$ cat config.mk
export PLATFORM = sky130hd
export DESIGN_NAME = access_entry_fsm
export DESIGN_NICKNAME = d
export VERILOG_FILES = /design/src/rtl/access_pkg.sv /design/src/rtl/digit_accumulator.sv /design/src/rtl/access_entry_fsm.sv
export SDC_FILE = /design/constraint.sdc
export NUM_CORES = 1
export LEC_CHECK = 0
export BUFFER_PORTS_ARGS = -buffer_cell sky130_fd_sc_hd__buf_2
export CELL_PAD_IN_SITES_DETAIL_PLACEMENT = 1
export CELL_PAD_IN_SITES_GLOBAL_PLACEMENT = 1
export CORE_MARGIN = 5
export CORE_UTILIZATION = 44
export CTS_BUF_LIST = sky130_fd_sc_hd__clkbuf_8
export CTS_CLUSTER_SIZE = 30
export DETAILED_ROUTE_END_ITERATION = 7
export GPL_TIMING_DRIVEN = 0
export PLACE_DENSITY = 0.8
export RECOVER_POWER = 100
export SLEW_MARGIN = 20
export SYNTH_ARGS = -nofsm -noshare
export SYNTH_HDL_FRONTEND = slang
export SYNTH_HIERARCHICAL = 1
export SYNTH_SLANG_ARGS = --single-unit
$ cat constraint.sdc
create_clock -name clk -period 3.2 [get_ports clk]
set_clock_uncertainty 0.1 [all_clocks]
set_input_delay 0.16 -clock clk [delete_from_list [all_inputs] [get_ports clk]]
set_output_delay 0.16 -clock clk [all_outputs]
set_load 0.02 [all_outputs]
$ cat src/rtl/access_pkg.sv
// Shared constants for the access entry sequencer: keypad codes, LCD message
// selects and FSM state encodings.
package access_pkg;

    localparam logic [3:0] KEY_ENTER = 4'hA;
    localparam logic [3:0] KEY_CLEAR = 4'hB;

    localparam logic [1:0] MSG_USER     = 2'b00;
    localparam logic [1:0] MSG_KEY      = 2'b01;
    localparam logic [1:0] MSG_OPEN     = 2'b10;
    localparam logic [1:0] MSG_INTRUDER = 2'b11;

    localparam logic [2:0] S_USER    = 3'd0;
    localparam logic [2:0] S_KEY     = 3'd1;
    localparam logic [2:0] S_CHECK_U = 3'd2;
    localparam logic [2:0] S_CHECK_K = 3'd3;
    localparam logic [2:0] S_OPEN    = 3'd4;
    localparam logic [2:0] S_LOCK    = 3'd5;

    function automatic logic is_digit(input logic [3:0] code);
        return code <= 4'd9;
    endfunction

endpackage

$ cat src/rtl/digit_accumulator.sv
// Decimal digit accumulator: shifts keypad digits into a binary value and
// counts them, saturating at NUM_DIGITS.
module digit_accumulator #(
    parameter int W          = 14,
    parameter int NUM_DIGITS = 4
) (
    input  logic         clk,
    input  logic         reset,
    input  logic         digit_valid,
    input  logic [3:0]   digit,
    input  logic         clear,
    input  logic         load_zero,
    output logic [W-1:0] value,
    output logic [2:0]   count
);

    // Widened by 4 bits so value*10+digit cannot wrap before truncation.
    logic [W+3:0] wide;
    logic [3:0]   wide_unused_hi;
    logic [W-1:0] value_n;

    assign wide = {4'b0, value} * (W+4)'(10) + {{W{1'b0}}, digit};
    assign {wide_unused_hi, value_n} = wide;

    always_ff @(posedge clk) begin
        if (reset) begin
            value <= '0;
            count <= '0;
        end else if (clear || load_zero) begin
            value <= '0;
            count <= '0;
        end else if (digit_valid && count < 3'(NUM_DIGITS)) begin
            value <= value_n;
            count <= count + 3'd1;
        end
    end

endmodule

$ cat src/rtl/access_entry_fsm.sv
// Password-entry sequencer feeding the LCD1602 controller: user ID, then key,
// then timed OPEN. Define ACCESS_LOCKOUT_EN to add the fail counter and S_LOCK.
module access_entry_fsm
    import access_pkg::*;
#(
    parameter int MAX_NUM_PASS = 9999,
    parameter int USER_ID      = 1234,
    parameter int PASSWORD     = 4321,
    parameter int NUM_DIGITS   = 4,
    parameter int OPEN_CYCLES  = 150_000_000,
    parameter int LOCK_CYCLES  = 500_000_000,
    parameter int MAX_FAILS    = 3,
    parameter int CHG_HOLD     = 1_600_000,
    localparam int W           = $clog2(MAX_NUM_PASS)
) (
    input  logic         clk,
    input  logic         reset,
    input  logic         key_valid,
    input  logic [3:0]   key_code,
    output logic [1:0]   sel_msg,
    output logic         message_change,
    output logic [W-1:0] data_out,
    output logic [2:0]   digit_cnt,
    output logic         door_open
);

    logic [2:0]  state, state_n;
    logic [1:0]  sel_n;
    logic        door_n;
    logic        msg_wr;
    logic [31:0] timer, timer_n;
    logic [31:0] chg_cnt;

    logic in_entry, key_digit, key_clear, load_zero, entry_full;

    assign in_entry   = (state == S_USER) || (state == S_KEY);
    assign key_digit  = key_valid && in_entry && is_digit(key_code);
    assign key_clear  = key_valid && in_entry && (key_code == KEY_CLEAR);
    assign load_zero  = (state == S_CHECK_U) || (state == S_CHECK_K);
    assign entry_full = !(digit_cnt < 3'(NUM_DIGITS));

    digit_accumulator #(.W(W), .NUM_DIGITS(NUM_DIGITS)) u_acc (
        .clk        (clk),
        .reset      (reset),
        .digit_valid(key_digit),
        .digit      (key_code),
        .clear      (key_clear),
        .load_zero  (load_zero),
        .value      (data_out),
        .count      (digit_cnt)
    );

`ifdef ACCESS_LOCKOUT_EN
    localparam int FW = $clog2(MAX_FAILS + 1);
    logic [FW-1:0] fail_cnt, fail_n, fail_inc;
    assign fail_inc = fail_cnt + FW'(1);
`else
    logic lockout_unused;
    assign lockout_unused = ^{32'(LOCK_CYCLES), 32'(MAX_FAILS)};
`endif

    always_comb begin
        state_n = state;
        sel_n   = sel_msg;
        door_n  = door_open;
        timer_n = timer;
        msg_wr  = 1'b0;
`ifdef ACCESS_LOCKOUT_EN
        fail_n  = fail_cnt;
`endif
        case (state)
            S_USER, S_KEY: begin
                if (key_valid && key_code == KEY_ENTER && entry_full)
                    state_n = (state == S_USER) ? S_CHECK_U : S_CHECK_K;
            end
            S_CHECK_U: begin
                msg_wr = 1'b1;
                if (data_out == W'(USER_ID)) begin
                    state_n = S_KEY;
                    sel_n   = MSG_KEY;
                end else begin
                    state_n = S_USER;
                    sel_n   = MSG_USER;
                end
            end
            S_CHECK_K: begin
                msg_wr = 1'b1;
                if (data_out == W'(PASSWORD)) begin
                    state_n = S_OPEN;
                    sel_n   = MSG_OPEN;
                    door_n  = 1'b1;
                    timer_n = 32'(OPEN_CYCLES - 1);
`ifdef ACCESS_LOCKOUT_EN
                    fail_n  = '0;
                end else if (fail_inc == FW'(MAX_FAILS)) begin
                    state_n = S_LOCK;
                    sel_n   = MSG_INTRUDER;
                    timer_n = 32'(LOCK_CYCLES - 1);
                    fail_n  = fail_inc;
                end else begin
                    state_n = S_KEY;
                    sel_n   = MSG_KEY;
                    fail_n  = fail_inc;
                end
`else
                end else begin
                    state_n = S_KEY;
                    sel_n   = MSG_KEY;
                end
`endif
            end
            S_OPEN: begin
                if (timer == '0) begin
                    state_n = S_USER;
                    sel_n   = MSG_USER;
                    door_n  = 1'b0;
                    msg_wr  = 1'b1;
                end else begin
                    timer_n = timer - 32'd1;
                end
            end
`ifdef ACCESS_LOCKOUT_EN
            S_LOCK: begin
                if (timer == '0) begin
                    state_n = S_USER;
                    sel_n   = MSG_USER;
                    fail_n  = '0;
                    msg_wr  = 1'b1;
                end else begin
                    timer_n = timer - 32'd1;
                end
            end
`endif
            default: state_n = S_USER;
        endcase
    end

    always_ff @(posedge clk) begin
        if (reset) begin
            state          <= S_USER;
            sel_msg        <= MSG_USER;
            door_open      <= 1'b0;
            timer          <= '0;
            message_change <= 1'b0;
            chg_cnt        <= '0;
`ifdef ACCESS_LOCKOUT_EN
            fail_cnt       <= '0;
`endif
        end else begin
            state     <= state_n;
            sel_msg   <= sel_n;
            door_open <= door_n;
            timer     <= timer_n;
`ifdef ACCESS_LOCKOUT_EN
            fail_cnt  <= fail_n;
`endif
            // Any new message restarts the hold so the LCD sees a full enable period.
            if (msg_wr) begin
                message_change <= 1'b1;
                chg_cnt        <= 32'(CHG_HOLD - 1);
            end else if (chg_cnt != '0) begin
                chg_cnt <= chg_cnt - 32'd1;
            end else begin
                message_change <= 1'b0;
            end
        end
    end

endmodule

### Word level (Yosys, flattened, before mapping)

Cells that the tools add are included.

| operators by class | value |
|---|---|
| reductions and logical operators | 24 |
| multipliers | 1 |
| magnitude comparators | 2 |
| equality and inequality tests | 13 |
| multiplexer cells | 22 |
| add/sub/neg operators | 4 |

Operators with widths:

| operator | count |
|---|---|
| 2-to-1 mux 32 bit | 2 |
| one-hot mux 32 bit (2 select lines) | 1 |
| subtractor 32 x 1 -> 32 bit, second input constant | 2 |
| 2-to-1 mux 21 bit | 2 |
| zero test 32 bit | 1 |
| nonzero test 32 bit | 1 |
| adder 14 x 4 -> 14 bit | 1 |
| == test 14 x 11 -> 1 bit, second input constant | 1 |
| == test 14 x 13 -> 1 bit, second input constant | 1 |
| multiplier 14 x 3 -> 13 bit, second input constant | 1 |
| one-hot mux 3 bit (4 select lines) | 1 |
| 2-to-1 mux 3 bit | 3 |
| == test 4 bit, second input constant | 2 |
| 2-to-1 mux 1 bit | 8 |
| inequality test 2 bit, second input constant | 4 |
| OR reduction 2 bit | 4 |
| == test 3 x 2 -> 1 bit, second input constant | 2 |
| logical AND 1 bit | 6 |
| one-hot mux 2 bit (3 select lines) | 1 |
| AND reduction 3 bit | 2 |
| less-or-equal comparator 4 bit, second input constant | 1 |
| 2-to-1 mux 2 bit | 2 |
| one-hot mux 1 bit (2 select lines) | 2 |
| AND reduction 2 bit | 2 |
| other kinds (10) | 13 |

| storage, ports and cells | value |
|---|---|
| flip-flop bits (word level) | 88 |
| output and inout port bits | 21 |

### Logic depth before layout (Yosys ltp)

Gate-level depths: netlist of run 1.

| depth | value |
|---|---|
| word-level depth | 6 |
| gate-level depth with buffers | 10 |
| gate-level depth less buffers | 10 |

### Modules after synthesis

Netlist of run 1, hierarchy kept.

Modules (own cells, without submodules):

| module | cells each | seq. area each (um^2) | instances | area each (um^2) |
|---|---|---|---|---|
| access_entry_fsm | 442 | 1421.4 | 1 | 3783.6 |
| digit_accumulator | 176 | 340.3 | 1 | 1498.9 |

### Least setup slack after synthesis of run 1

No wires, ideal clock.

| timing | value |
|---|---|
| path type | reg-to-reg |
| start | register u_acc.value[1] |
| end | register u_acc.value[13] |
| library setup time | 0.116 ns |
| arrival | 3.070 ns |
| setup slack | -0.086 ns |
| cell stages (with the launch flop) | 11 |
| path through | dfxtp_1 ha_1 ha_1 fa_1 a211oi_2 o21bai_1 a311o_1 or4_4 nor3_2 nand4_1 and3_1 |

| between the ends | value |
|---|---|
| cells in the longest elaborated chain, start to end | 2 |

RTL lines:

| element | line | source |
|---|---|---|
| start: declaration | digit_accumulator.sv:13 | `output logic [W-1:0] value,` |
| start signal: assignment | digit_accumulator.sv:33 | `value <= value_n;` |
| multiplier 14 x 3 -> 13 bit | digit_accumulator.sv:22 | `assign wide = {4'b0, value} * (W+4)'(10) + {{W{1'b0}}, digit};` |
| adder 14 x 4 -> 14 bit | digit_accumulator.sv:22 |  |

No other way between the ends.
A chain may end at the register's enable or synchronous reset.

### Final worst setup path of run 1

| timing | value |
|---|---|
| start | register u_acc.value[3] |
| end | register u_acc.value[11] |

The elaborated chain is that of the path after synthesis.

==> metrics.txt, run 1 <==
pin count of the biggest net entering global routing=14; gr usage total=21.5%; asr flop ratio synth=0%; Post-synth EDFFs=0; area occupied by multi-input gates=3370 sq um; worst setup margin=48.9 ps; status=complete, no violations; row count=40; Reg-to-Reg Start=u_acc/value[3]; area of the core=11,900 sq um; routed vias/inst=6.18; pwr dens=668 nW/um^2; Rel. slew slack=45.4%; worst hold stages=3; min-delay src=key_valid; Least-Margin Pin Slew=812 ps; clock sinks=88; r2r worst-path depth=11; drt first pass iters=4; commonest cells after routing, fill and taps aside=dfxtp_1, a21oi_1, or4_1, o31ai_1, clkbuf_1; RR Endpoint=u_acc/value[11]; Final HPWL DP=11.1 mm; Port Buffers=27; RD Place Congestion=0.828; clk_lat worst skew=370 ps; NumNets Final=698; Worst EP arrival=3340 ps; CTS max path bufs=2; hold slack=43.1 ps; ratio of final minimum period to clock period=98.5%; DR DRC count=0; commonest non-fill, non-tap cell in the layout=dfxtp_1; Max Transition Viols Final=0; Sequential cell area=1770 sq um; initial antenna violation count=0; Cells after Synth=618; mapped cell area=5280 sq um; grt ovf=0; crit end category=flop; Post-synth top flop=dfxtp_1; max cap viols=0; final hold violation count=0; Num CTS Buffers=9; synth warn=6; Worst Hold Class=input pin to flop; via count of the first global-routing pass=5,236; full die area=14,300 sq um; Die X=120 um; Seq cells post-synth=88; first-pass GRT wire length=25.8 mm; syn nets=654; Max Fclk=317 MHz; Routed Antenna Nets=0; area grow syn2layout=11.3%; htree depth=3; dpl ws=-245 ps; crit-path max FO=5; via count=5,032; share of cells above drive strength 1=11.4%; Lkg Pwr=0.00228 uW; R2R setup slack=50 ps; Hold Path Sink=state[1]; post-synth top area share=33.3%; crit path kind=flop to flop; Starting Density=44.3%; fill count=1,420; synth top area cells=dfxtp_1, or4_1, ha_1; Total Routed Length=15.0 mm; unrepaired setup endpoints after global routing=true; fin crit period=3150 ps; Critical Path Start Type=flop; Netlist cell types=64; cell taking the most area after synthesis=dfxtp_1; Setup violations, final=0; Ports=28; Avg Inst Size Synth=8.55 sq um; clk slew on worst S/H paths=90 ps; CP required=3390 ps; clock root cell=clkbuf_8; Routed WL per cell=18.5 um; DRT iter0 DRCs=280; antenna cells=0; post-synthesis sequential area ratio=33.3%; Die Span Y=120 um; CTS tree=built; Peak supply drop=0.435 mV
## cell type report
class / instances / area share [%]
clock buffers: 12 / 2.81
plain buffers: 34 / 2.51
multi-input cells: 481 / 57.3
well taps: 147 / 3.13
clock inverters: 4 / 0.340
repair buffers: 35 / 3.00
inverters: 13 / 0.830
flip-flops and latches: 88 / 30.1
## per-stage QoR
step           total power, uW  instance area [sq um]  utilization (%)  TNS [ps]  std cells
2_1_floorplan             2730                   5290                -         0        618
3_3_place_gp              3060                   5600             47.0      -119        792
3_5_place_dp              3170                   5600             47.0      -382        792
4_1_cts                   3920                   5830             49.0     -33.3        811
5_1_grt                   4250                   5880             49.4     -1060        814
6_report                  3930                   5880             49.4         0        814
## report_power, final
group,internal [uW],switching [uW]
combinational,634,1100
clock,340,398
sequential,1270,187
## what timing repair did
action | CTS | global route
endpoints found under the setup margin | 5 | 38
endpoints found under the hold margin | 1 | 0
gates cloned | 0 | 0
hold buffers | 1 | 0
setup buffers | 2 | 5
pin swaps | 3 | 12
resized for setup | 4 | 9
## cell families after synthesis
family          after synthesis  share of synthesized area, %
buf+inv                      49                          3.91
simple gates                248                          27.9
mux                           9                          1.73
xor+xnor                     24                          4.12
compound gates              171                          21.9
fa+ha+maj                    29                          7.15
flops                        88                          33.3
## per-layer routing
metal,vias to the layer above,GRT usage [%],routed length [um],share of wire [%]
met3,12,2.87,347,2.3
met5,-,0,0,0
li1,2468,-,-,-
met2,58,37.3,7400,49
met4,0,6.51,160,1.1
met1,2494,28.0,7120,47
## cells in the mapped netlist (3+ instances only)
library cell and count:
ha_1 27, o21bai_1 3, nand4_1 4, buf_2 9, o21ai_0 13, nor4bb_1 5
o31ai_1 40, nor3_1 17, xor2_1 12, nor4_1 13, nand3_1 11, or3_1 24
or4_1 46, nor2b_1 4, a21oi_1 51, a211oi_1 10, or2_2 8, dfxtp_1 88
a21o_1 6, xnor2_1 11, a2111oi_0 3, inv_1 13, nor2_1 36, nand3b_1 3
nand2b_1 14, nand2_1 37, mux2i_1 8, a31oi_1 21, and3_1 7, clkbuf_1 23
## how the worst max path moves through the flow
| stage | start | to | slack (ps) | cells past startpoint |
|---|---|---|---|---|
| 2_1_floorplan | u_acc/value[1] | u_acc/value[13] | 40 | 10 |
| 3_3_place_gp | u_acc/value[1] | u_acc/value[13] | -90 | 10 |
| 3_5_place_dp | u_acc/value[1] | u_acc/value[13] | -240 | 10 |
| 4_1_cts | u_acc/value[1] | u_acc/value[13] | -30 | 10 |
| 5_1_grt | u_acc/value[5] | u_acc/value[13] | -150 | 11 |
| 6_report | u_acc/value[3] | u_acc/value[11] | 50 | 11 |
## critical path: stages, from the launching register on
cell and delay [ps]:
dfxtp_2 410, ha_4 230, ha_4 160, fa_2 370
a211oi_2 280, nor2_1 80, or3_1 390, or4_4 520
buf_4 160, nor2_1 130, xnor2_1 140, o2bb2ai_1 120
## flip-flops by register name, indices dropped and copies added (netlist names)
| signal | count |
|---|---|
| state | 3 |
| door_open | 1 |
| u_acc/value | 14 |
| message_change | 1 |
| u_acc/count | 3 |
| chg_cnt | 32 |
| timer | 32 |
| sel_msg | 2 |
(Power assumes the default switching activity.)
==> inputs of run 2 (changes only) <==
--- a/config.mk
+++ b/config.mk
@@ -8,7 +8,7 @@
 export BUFFER_PORTS_ARGS = -buffer_cell sky130_fd_sc_hd__buf_2
 export CELL_PAD_IN_SITES_DETAIL_PLACEMENT = 1
 export CELL_PAD_IN_SITES_GLOBAL_PLACEMENT = 1
-export CORE_MARGIN = 5
+export CORE_MARGIN = 2
 export CORE_UTILIZATION = 44
 export CTS_BUF_LIST = sky130_fd_sc_hd__clkbuf_8
 export CTS_CLUSTER_SIZE = 30
@@ -19,5 +19,4 @@
 export SLEW_MARGIN = 20
 export SYNTH_ARGS = -nofsm -noshare
 export SYNTH_HDL_FRONTEND = slang
-export SYNTH_HIERARCHICAL = 1
 export SYNTH_SLANG_ARGS = --single-unit
==> run 2 against run 1 <==
  * The flow now finishes with violations (setup timing)
  * Sequential share of layout area is 2.1 points higher
  * Wire length shrank 13%
  * Count of clock-buffer cells in the layout is 3 lower
  * Worst setup slack worse by 52 ps
==> metrics.txt, run 2 <==
status=finished with violations; failing checks=setup timing; clock power share=21.5% (+2.7 points); post-synthesis sequential area ratio=35.6% (+2.3 points); Final HPWL DP=9.71 mm (-12%); worst setup margin=-3.04 ps (-51.9 ps); Cells after Synth=572 (-7.4%); synth warn=0 (-6); htree depth=3 (unchanged); Compound-Gate Fraction of Synth Area=13.7% (-8.2 points); Worst EP arrival=3390 ps (+50 ps); Routed WL per cell=17.2 um (-6.9%); grt ovf=0 (unchanged); Setup violations, final=1 (+1); final hold violation count=0 (unchanged); mux share of post-synthesis cell area=1.64% (-0.086 points); antenna cells=0 (unchanged); Flop pwr share=36.3% (-0.7 points); Netlist cell types=67 (+4.7%); M2 GR Usage=38.6% (+1.3 points); NumNets Final=648 (-7.2%); RD Place Congestion=0.858 (+3.6%); clk slew on worst S/H paths=90 ps (about the same); full die area=12,100 sq um (-15%); gr usage total=22.6% (+1.0 points); CTS tree=built; ratio of final minimum period to clock period=100% (+1.6 points); commonest cells after routing, fill and taps aside=nor2_1, dfxtp_1, a21oi_1, xor2_1, clkbuf_1; Psw=1630 uW (-3.4%); DRT iter0 DRCs=152 (-46%); via count=4,337 (-14%); clock root cell=clkbuf_8; asr flop ratio synth=0% (unchanged); area grow syn2layout=11.1%; crit-path max FO=7 (+2); mapped cell area=4950 sq um (-6.3%); M3 GR Usage=4.70% (+1.8 points); drt first pass iters=4 (unchanged); R2R setup slack=-3 ps (-50 ps); fill count=1,322 (-6.9%); synth top area cells=dfxtp_1, nor2_1, ha_1; CP max stage delay=440 ps (-80 ps); crit-path cells=ha_1, ha_1, fa_2, a211o_4, a2111oi_4, nand3_2, nor3_1, xor2_1, a211oi_1; Starting Density=45.4% (+1.1 points); Lkg Pwr=0.00211 uW (-7.8%); crit path kind=flop to flop; Rel. slew slack=44.7% (-0.69 points); share of cells above drive strength 1=9.71% (-1.7 points); Critical Path Start Type=flop; clock sinks=88 (unchanged); Die X=110 um (-8.0%); syn nets=607 (-7.2%); first-pass GRT wire length=21.4 mm (-17%); Crit path top cell by count=ha_1; CP required=3390 ps (about the same); Post-synth top cells=dfxtp_1, nor2_1, a21oi_1; combinational family with the most area after synthesis=simple AND/OR/NAND/NOR gates; pin count of the biggest net entering global routing=16 (+2); clk_lat worst skew=380 ps (about the same); Worst Hold Class=input pin to flop; Num CTS Buffers=9 (unchanged); pwr dens=734 nW/um^2 (+9.9%); slowest CP cell=a2111oi_4; Ports=28 (unchanged); max cap viols=0 (unchanged); via count of the first global-routing pass=4,336 (-17%); area of the core=10,900 sq um (-8.6%); Port Buffers=27 (unchanged); Die Span Y=110 um (-8.0%); cell taking the most area after synthesis=dfxtp_1; Max Transition Viols Final=0 (unchanged); setup TNS=-3.04 ps (-3.04 ps); Pint=2410 uW (+7.4%); Max Fclk=312 MHz (-1.6%); commonest non-fill, non-tap cell in the layout=nor2_1; met1 GRT Util=29.0% (+1.0 points); Adder-Cell Fraction of Synth Area=7.38% (+0.23 points); DR DRC count=0 (unchanged); post-synthesis xor/xnor area fraction=12.0% (+7.9 points); fin crit period=3200 ps (+51.9 ps); initial antenna violation count=0 (unchanged); post-synth top area share=35.6% (+2.3 points); Post-synth EDFFs=0 (unchanged); dpl ws=-116 ps (+129 ps); GR peak layer=met2; Total Routed Length=13.0 mm (-13%); Top Registers=chg_cnt x32, timer x32, u_acc.value x14; CTS max path bufs=2 (unchanged); Sw Share=40.3% (-2.6 points); Least-Margin Pin Slew=822 ps (+10.4 ps); row count=38 (-5.0%); Peak supply drop=0.601 mV (+38%); Post-synth top flop=dfxtp_1; Routed Antenna Nets=0 (unchanged); Avg Inst Size Synth=8.65 sq um (+1.2%); most common cell in the netlist=dfxtp_1; Logic pwr share=42.2% (-2.0 points); routed vias/inst=5.72 (-7.4%); crit end category=flop; Seq cells post-synth=88 (unchanged); Post-Synth Simple-Gate Area=26.3% (-1.6 points)
[run 2: repair_timing]
item | CTS | global route
pin swaps | 0 | 5
setup buffers | 0 | 3
setup endpoints to repair | 3 | 3
resized for setup | 3 | 10
hold endpoints to repair | 1 | 0
hold buffers | 1 | 0
[run 2: stage by stage]
step                total power [uW]  hold WS, ps  utilization [%]  std cells  cell area [sq um]
floorplan                       2780          207                -        572               4950
global placement                3040          334             48.3        739               5260
detailed placement              3170          354             48.3        739               5260
CTS                             4040         9.67             50.5        756               5500
global route                    4310         67.9             50.5        758               5500
finish                          4030         25.8             50.5        758               5500
[run 2: final cells by class]
type,count,area [sq um],area share (%)
plain buffers,21,100,1.82
clock buffers,9,124,2.25
clock inverters,7,95.1,1.73
inverters,14,52.6,0.956
multi-input cells,448,3040,55.3
flip-flops and latches,88,1770,32.1
well taps,140,175,3.19
repair buffers,31,141,2.57
[run 2: final timing paths]
path                       start               to  depth (start not counted)
hold / removal         key_valid   u_acc.count[2]                          3
hold reg to reg   message_change   message_change                          2
setup reg to reg  u_acc.value[1]  u_acc.value[11]                          9
setup / recovery  u_acc.value[1]  u_acc.value[11]                          9
[run 2: power groups by stage]
stage / clock (uW) / sequential [uW] / combinational (uW)
CTS: 873 / 1470 / 1700
detailed placement: 0 / 1490 / 1680
floorplan: 0 / 1460 / 1320
finish: 866 / 1470 / 1700
global placement: 0 / 1470 / 1570
global route: 930 / 1490 / 1890
[run 2: worst max-delay path, delay by kind of cell, from the launching register on]
family          cells  cell delay (ps)
flops               1              380
compound gates      3             1050
simple gates        2              540
xor+xnor            1              110
fa+ha+maj           3              940
[run 2: kinds of logic after synthesis]
| group | after synthesis |
|---|---|
| adder cells (fa/ha/maj) | 28 |
| buffers and inverters | 36 |
| AND/OR/NAND/NOR | 242 |
| XOR/XNOR | 68 |
| multiplexers | 8 |
| flip-flops | 88 |
| AO/OA/AOI/OAI | 102 |
[run 2: per-layer routing]
metal	vias up	wire [um]
met2	47	6490
met3	14	342
met1	2151	6060
li1	2125	-
met5	-	0
met4	0	142
